==> config.mk <==
export PLATFORM = sky130hd
export DESIGN_NAME = stopwatch_ctrl
export DESIGN_NICKNAME = d
export VERILOG_FILES = /design/src/rtl/stopwatch_ctrl.sv
export SDC_FILE = /design/constraint.sdc
export NUM_CORES = 1
export LEC_CHECK = 0
export BUFFER_PORTS_ARGS = -buffer_cell sky130_fd_sc_hd__buf_4
export CORE_MARGIN = 2
export CORE_UTILIZATION = 59
export CTS_BUF_LIST = sky130_fd_sc_hd__clkbuf_2
export CTS_CLUSTER_DIAMETER = 60
export DETAILED_ROUTE_END_ITERATION = 12
export GPL_TIMING_DRIVEN = 0
export HOLD_SLACK_MARGIN = 0.06
export PLACE_DENSITY = 0.82
export SYNTH_ARGS = -nofsm -noshare
export SYNTH_HDL_FRONTEND = slang
export SYNTH_SLANG_ARGS = --single-unit
==> constraint.sdc <==
create_clock -name clk -period 2.1 [get_ports clk]
set_input_delay 0 -clock clk [delete_from_list [all_inputs] [get_ports clk]]
set_output_delay 0 -clock clk [all_outputs]
set_load 0.05 [all_outputs]
==> src/rtl/stopwatch_ctrl.sv <==
// Stopwatch controller: IDLE/RUN/PAUSE FSM, four-digit BCD mm:ss counter with
// wrap pulse, and a multiplexed active-low 7-segment display driver.
module stopwatch_ctrl #(
    parameter int unsigned MAX_MIN = 59
) (
    input  logic       clk,
    input  logic       reset,
    input  logic       tick,
    input  logic       scan_tick,
    input  logic       start_stop,
    input  logic       clear,
    output logic [3:0] an,
    output logic [6:0] seg,
    output logic       dp,
    output logic       running,
    output logic       wrap
);

    localparam logic [3:0] MAX_HI = 4'(MAX_MIN / 10);
    localparam logic [3:0] MAX_LO = 4'(MAX_MIN % 10);

    typedef enum logic [1:0] {
        IDLE  = 2'd0,
        RUN   = 2'd1,
        PAUSE = 2'd2
    } state_t;

    state_t     state_r, state_s;
    logic [3:0] sec_lo_r, sec_lo_s;
    logic [3:0] sec_hi_r, sec_hi_s;
    logic [3:0] min_lo_r, min_lo_s;
    logic [3:0] min_hi_r, min_hi_s;
    logic [1:0] idx_r, idx_s;
    logic       wrap_r, wrap_s;
    logic [3:0] digit_s;

    // Segment pattern {g,f,e,d,c,b,a}, active-low; non-BCD codes blank the digit.
    function automatic logic [6:0] seg_decode(input logic [3:0] d);
        logic [6:0] s;
        case (d)
            4'd0:    s = 7'b1000000;
            4'd1:    s = 7'b1111001;
            4'd2:    s = 7'b0100100;
            4'd3:    s = 7'b0110000;
            4'd4:    s = 7'b0011001;
            4'd5:    s = 7'b0010010;
            4'd6:    s = 7'b0000010;
            4'd7:    s = 7'b1111000;
            4'd8:    s = 7'b0000000;
            4'd9:    s = 7'b0010000;
            default: s = 7'b1111111;
        endcase
        return s;
    endfunction

    // State, digit, scan index and wrap registers with synchronous active-low reset.
    always_ff @(posedge clk) begin
        if (!reset) begin
            state_r  <= IDLE;
            sec_lo_r <= 4'd0;
            sec_hi_r <= 4'd0;
            min_lo_r <= 4'd0;
            min_hi_r <= 4'd0;
            idx_r    <= 2'd0;
            wrap_r   <= 1'b0;
        end else begin
            state_r  <= state_s;
            sec_lo_r <= sec_lo_s;
            sec_hi_r <= sec_hi_s;
            min_lo_r <= min_lo_s;
            min_hi_r <= min_hi_s;
            idx_r    <= idx_s;
            wrap_r   <= wrap_s;
        end
    end

    // Next-state, BCD counting and scan index advance.
    always_comb begin
        state_s  = state_r;
        sec_lo_s = sec_lo_r;
        sec_hi_s = sec_hi_r;
        min_lo_s = min_lo_r;
        min_hi_s = min_hi_r;
        wrap_s   = 1'b0;
        // The scan index runs free of the FSM so the display keeps refreshing.
        if (scan_tick) begin
            idx_s = idx_r + 2'd1;
        end else begin
            idx_s = idx_r;
        end

        if (clear) begin
            state_s  = IDLE;
            sec_lo_s = 4'd0;
            sec_hi_s = 4'd0;
            min_lo_s = 4'd0;
            min_hi_s = 4'd0;
        end else begin
            // Counting keys off the current state, so a tick in the pausing cycle still counts.
            if ((state_r == RUN) && tick) begin
                if (sec_lo_r != 4'd9) begin
                    sec_lo_s = sec_lo_r + 4'd1;
                end else begin
                    sec_lo_s = 4'd0;
                    if (sec_hi_r != 4'd5) begin
                        sec_hi_s = sec_hi_r + 4'd1;
                    end else begin
                        sec_hi_s = 4'd0;
                        if ((min_hi_r == MAX_HI) && (min_lo_r == MAX_LO)) begin
                            min_lo_s = 4'd0;
                            min_hi_s = 4'd0;
                            wrap_s   = 1'b1;
                        end else if (min_lo_r != 4'd9) begin
                            min_lo_s = min_lo_r + 4'd1;
                        end else begin
                            min_lo_s = 4'd0;
                            min_hi_s = min_hi_r + 4'd1;
                        end
                    end
                end
            end else begin
                sec_lo_s = sec_lo_r;
            end

            case (state_r)
                IDLE: begin
                    if (start_stop) state_s = RUN;
                    else            state_s = IDLE;
                end
                RUN: begin
                    if (start_stop) state_s = PAUSE;
                    else            state_s = RUN;
                end
                PAUSE: begin
                    if (start_stop) state_s = RUN;
                    else            state_s = PAUSE;
                end
                default: state_s = IDLE;
            endcase
        end
    end

    // Display multiplexing straight from the registered index, digits and state.
    always_comb begin
        case (idx_r)
            2'd0:    begin an = 4'b1110; digit_s = sec_lo_r; end
            2'd1:    begin an = 4'b1101; digit_s = sec_hi_r; end
            2'd2:    begin an = 4'b1011; digit_s = min_lo_r; end
            2'd3:    begin an = 4'b0111; digit_s = min_hi_r; end
            default: begin an = 4'b1111; digit_s = 4'd0;     end
        endcase
        seg     = seg_decode(digit_s);
        dp      = ~((idx_r == 2'd2) && ((state_r == RUN) || (state_r == PAUSE)));
        running = (state_r == RUN);
        wrap    = wrap_r;
    end

endmodule

==> results of run 1 <==
[cells by family after synthesis]
group | after synthesis | synth area share (%)
XOR/XNOR | 7 | 4.325
AND/OR/NAND/NOR | 54 | 22.95
adder cells (fa/ha/maj) | 17 | 15.00
flip-flops | 21 | 29.66
multiplexers | 10 | 7.326
AO/OA/AOI/OAI | 30 | 13.24
buffers and inverters | 24 | 7.501
[timing repair]
action,CTS
buffers inserted,16
gates cloned,1
hold buffers,7
pin swaps,14
hold endpoints to repair,10
gates resized for setup,51
endpoints found under the setup margin,7
[per-stage QoR]
step                      area (um^2)  hold slack [ns]  cells  setup TNS [ns]
after CTS                        2170           0.4291    238          -1.897
after detailed placement         1678           0.2266    210          -1.006
after global placement           1678           0.2189    210         -0.6254
after floorplan                  1500           0.1107    163        -0.03954
==> results.sh, run 1 <==
export IMPL_synth_seq_cells=21
export IMPL_rows=17
export IMPL_gp_routability_congestion=0.7925
export IMPL_synth_async_reset_ratio_pct=0
export IMPL_syn_inst=163
export IMPL_dp_final_hpwl_um=2356
export IMPL_ys_seq_area_share_pct=29.66
export IMPL_grt_max_degree=13
export IMPL_synth_area_per_cell_um2=8.697
export IMPL_cts_root_buffer="clkbuf_2"
export IMPL_crit_endpoint="seg[2]"
export IMPL_synth_flop_cell="dfxtp_1"
export IMPL_numCtsBuffers=3
export IMPL_start_util_pct=63.47
export IMPL_error="[ERROR DPL-0033] detailed placement checks failed during check placement."
export IMPL_cts_buffer_depth=2
export IMPL_synth_top_area_share_pct=29.66
export IMPL_io_buffers=19
export IMPL_netlist_top_cells_area="dfxtp_1 (30%), ha_1 (15%), mux2i_1 (6.4%)"
export IMPL_synth_edf_count=0
export IMPL_die_x_um=53.02
export IMPL_status="did not finish"
export IMPL_cts_num_sinks=21
export IMPL_antenna_found_initial=0
export IMPL_synth_top_cells_by_count="dfxtp_1 (21), inv_1 (18), ha_1 (17), nor2_1 (14), a21oi_1 (13)"
export IMPL_synth_most_common_cell="dfxtp_1"
export IMPL_worstEpCategory="top-level output"
export IMPL_die_y_um=53.02
export IMPL_htree_levels=1
export IMPL_synth_area_leader_cell="dfxtp_1"
export IMPL_netlist_area_um2=1418
export IMPL_ys_types=43
export IMPL_synth_nets=186
export IMPL_place_ws_ns=-0.2134
export IMPL_synth_warnings=0
export IMPL_boundaryPins=20
export IMPL_lastStage="5_1_grt"
==> inputs of run 2 (changes only) <==
- CORE_AREA: unset -> 2 2 63 65
- CORE_MARGIN: 2 -> unset
- CORE_UTILIZATION: 59 -> unset
- CTS_BUF_LIST: sky130_fd_sc_hd__clkbuf_2 -> unset
- CTS_CLUSTER_DIAMETER: 60 -> unset
- DIE_AREA: unset -> 0 0 65 67
- HOLD_SLACK_MARGIN: 0.06 -> unset
- PLACE_DENSITY: 0.82 -> unset
- PLACE_DENSITY_LB_ADDON: unset -> 0.15
==> run 2 against run 1 <==
  * The flow now finishes, with violations (setup timing)
  * Synthesized area is the same
  * Synthesized cell count stayed put
==> results.sh, run 2 <==
export IMPL_synth_seq_cells=21
export IMPL_dp_final_hpwl_um=2353
export IMPL_status="finished, violations left"
export IMPL_io_buffers=19
export IMPL_synth_flop_cell="dfxtp_1"
export IMPL_grt_max_degree=13
export IMPL_worstPathBufferInverterCount=5
export IMPL_die_y_um=67
export IMPL_worstSetupPathType="reg -> out"
export IMPL_drc=0
export IMPL_drive_gt1_share_pct=40.49
export IMPL_p_leak_nw=0.7830
export IMPL_violations="setup timing"
export IMPL_slowest_stage="dfxtp_4"
export IMPL_layout_commonest_cell="buf_4"
export IMPL_synth_area_leader_cell="dfxtp_1"
export IMPL_setup_ws_ns=-0.2463
export IMPL_fp_dieArea_um2=4355
export IMPL_fin_crit_sh_pct=111.7
export IMPL_slew_viol_final=0
export IMPL_fp_coreArea_um2=3606
export IMPL_syn_inst=163
export IMPL_cp_required_ns=2.10
export IMPL_cts_reportedPaths_clkPinSlew_ns=0.07
export IMPL_cts_buffer_depth=2
export IMPL_start_util_pct=39.31
export IMPL_grt_pass1_wl_um=6120
export IMPL_max_freq_mhz=426.2
export IMPL_boundaryPins=20
export IMPL_htree_levels=1
export IMPL_antenna_found_initial=0
export IMPL_netlist_top_cells_area="dfxtp_1 (30%), ha_1 (15%), mux2i_1 (6.4%)"
export IMPL_wire_per_inst_um=14.08
export IMPL_max_stage_delay_ns=0.37
export IMPL_dpl_cell_area_um2=1703
export IMPL_synth_most_common_cell="dfxtp_1"
export IMPL_clock_skew_final_ns=0.004289
export IMPL_worstMarginPinSlew_ns=0.4778
export IMPL_die_x_um=65
export IMPL_rows=22
export IMPL_synth_area_per_cell_um2=8.697
export IMPL_power_density_nw_per_um2=489.2
export IMPL_ir_drop_uv=418.1
export IMPL_cts_tree="done"
export IMPL_period_needed_ns=2.346
export IMPL_cts_num_sinks=21
export IMPL_ys_seq_area_share_pct=29.66
export IMPL_ant_nets=0
export IMPL_gp_routability_congestion=0.7284
export IMPL_synth_warnings=0
export IMPL_grt_usage_pct=18.18
export IMPL_nets=229
export IMPL_n_antenna_cell=0
export IMPL_ys_types=43
export IMPL_grt_pass1_vias=1340
export IMPL_clk_latency_ns=0.26
export IMPL_setup_worst_path_end_class="output pin"
export IMPL_synth_top_cells_by_count="dfxtp_1 (21), inv_1 (18), ha_1 (17), nor2_1 (14), a21oi_1 (13)"
export IMPL_synth_top_area_share_pct=29.66
export IMPL_finalHoldViolCount=0
export IMPL_drt_first_pass_iters=5
export IMPL_path_delay_family="buffers and inverters"
export IMPL_viasPerCell=5.277
export IMPL_crit_chain="inv_1 -> ha_1 -> clkinv_2 -> mux2i_4 -> inv_2 -> buf_4 -> ha_2 -> mux2i_1 -> a21oi_4 -> buf_6"
export IMPL_netlist_area_um2=1418
export IMPL_min_path_type="in -> reg"
export IMPL_slew_headroom_pct=67.52
export IMPL_cp_data_arrival_time_ns=2.35
export IMPL_setup_viol=7
export IMPL_timing_max_cap_violations=0
export IMPL_design_area_um2=2128
export IMPL_fill_cells=312
export IMPL_fin_tns_setup_ns=-1.294
export IMPL_synth_nets=186
export IMPL_area_growth_pct=50.13
export IMPL_numCtsBuffers=3
export IMPL_critPathLaunchType="flip-flop"
export IMPL_cts_root_buffer="clkbuf_8"
export IMPL_layout_common_cells="buf_4 (24), dfxtp_1 (19), inv_1 (13), buf_6 (12), nor2_1 (12)"
export IMPL_crit_fanout=6
export IMPL_via_count=1335
export IMPL_drtIter0Drc=35
export IMPL_synth_edf_count=0
export IMPL_grt_overflow=0
export IMPL_synth_async_reset_ratio_pct=0
export IMPL_rsz0062_at_grt="true"
export IMPL_routed_wirelength_um=3562
[run 2: what timing repair did]
action	in CTS	in global routing
endpoints found under the hold margin	3	0
hold buffers	2	0
resized for setup	32	17
pin swaps	10	9
buffers inserted	16	1
gates cloned	1	0
setup endpoints to repair	7	7
[run 2: power breakdown]
part / internal (mW) / switching (mW) / total (mW)
Sequential: 0.404 / 0.00734 / 0.411
Combinational: 0.160 / 0.212 / 0.371
Clock: 0.132 / 0.127 / 0.259
Total: 0.695 / 0.346 / 1.04
[run 2: kinds of logic after synthesis]
group | share of synthesized area, %
AOI/OAI and AO/OA | 13.24
xor gates and xnor gates | 4.325
adders and majority gates | 15.00
buffers and inverters | 7.501
DFF | 29.66
muxes | 7.326
and+or+nand+nor | 22.95
[run 2: final timing paths]
kind	depth (start not counted)	end	slack [ns]	from
worst max-delay path	10	seg[0]	-0.25	idx_r[1]
worst min register to register	2	min_hi_r[3]	0.51	min_hi_r[3]
worst min-delay path	3	idx_r[1]	0.03	scan_tick
worst max register to register	8	min_hi_r[2]	0.23	state_r[1]
[run 2: layout make-up]
cell class,instances,area (um^2),area share [%]
buffer,5,56.30,2.646
clock buffer,3,41.29,1.940
clock inverter,1,5.005,0.2352
inverter,19,77.57,3.645
multi-input combinational,119,1127,52.97
sequential,21,427.9,20.11
tap,48,60.06,2.822
timing repair buffer,37,332.8,15.64
[run 2: worst min-delay path, delay by kind of cell]
family | cells | cell delay (ns)
multiplexers | 1 | 0.07
buffers and inverters | 1 | 0.10
AND/OR/NAND/NOR | 1 | 0.09
[run 2: per-layer routing]
metal | up-vias | part of all wire (%) | track usage [%]
met5 | - | 0 | 0
met1 | 646 | 42 | 21.49
met3 | 4 | 3.4 | 3.209
li1 | 657 | - | -
met2 | 28 | 53 | 32.99
met4 | 0 | 1.3 | 6.117
[run 2: through the flow]
stage                     utilization [%]  setup slack [ns]  hold slack [ns]  total power, mW  instances
after CTS                           56.87           -0.2299          0.03546            1.044        253
after global routing                59.02           -0.4099          0.05338            1.086        253
after floorplan                         -          -0.03118           0.1107           0.6274        163
after global placement              47.22           -0.1849           0.2221           0.6920        230
final                               59.02           -0.2463          0.03492            1.041        253
after detailed placement            47.22           -0.2448           0.2305           0.6992        230
(Power assumes the default switching activity.)
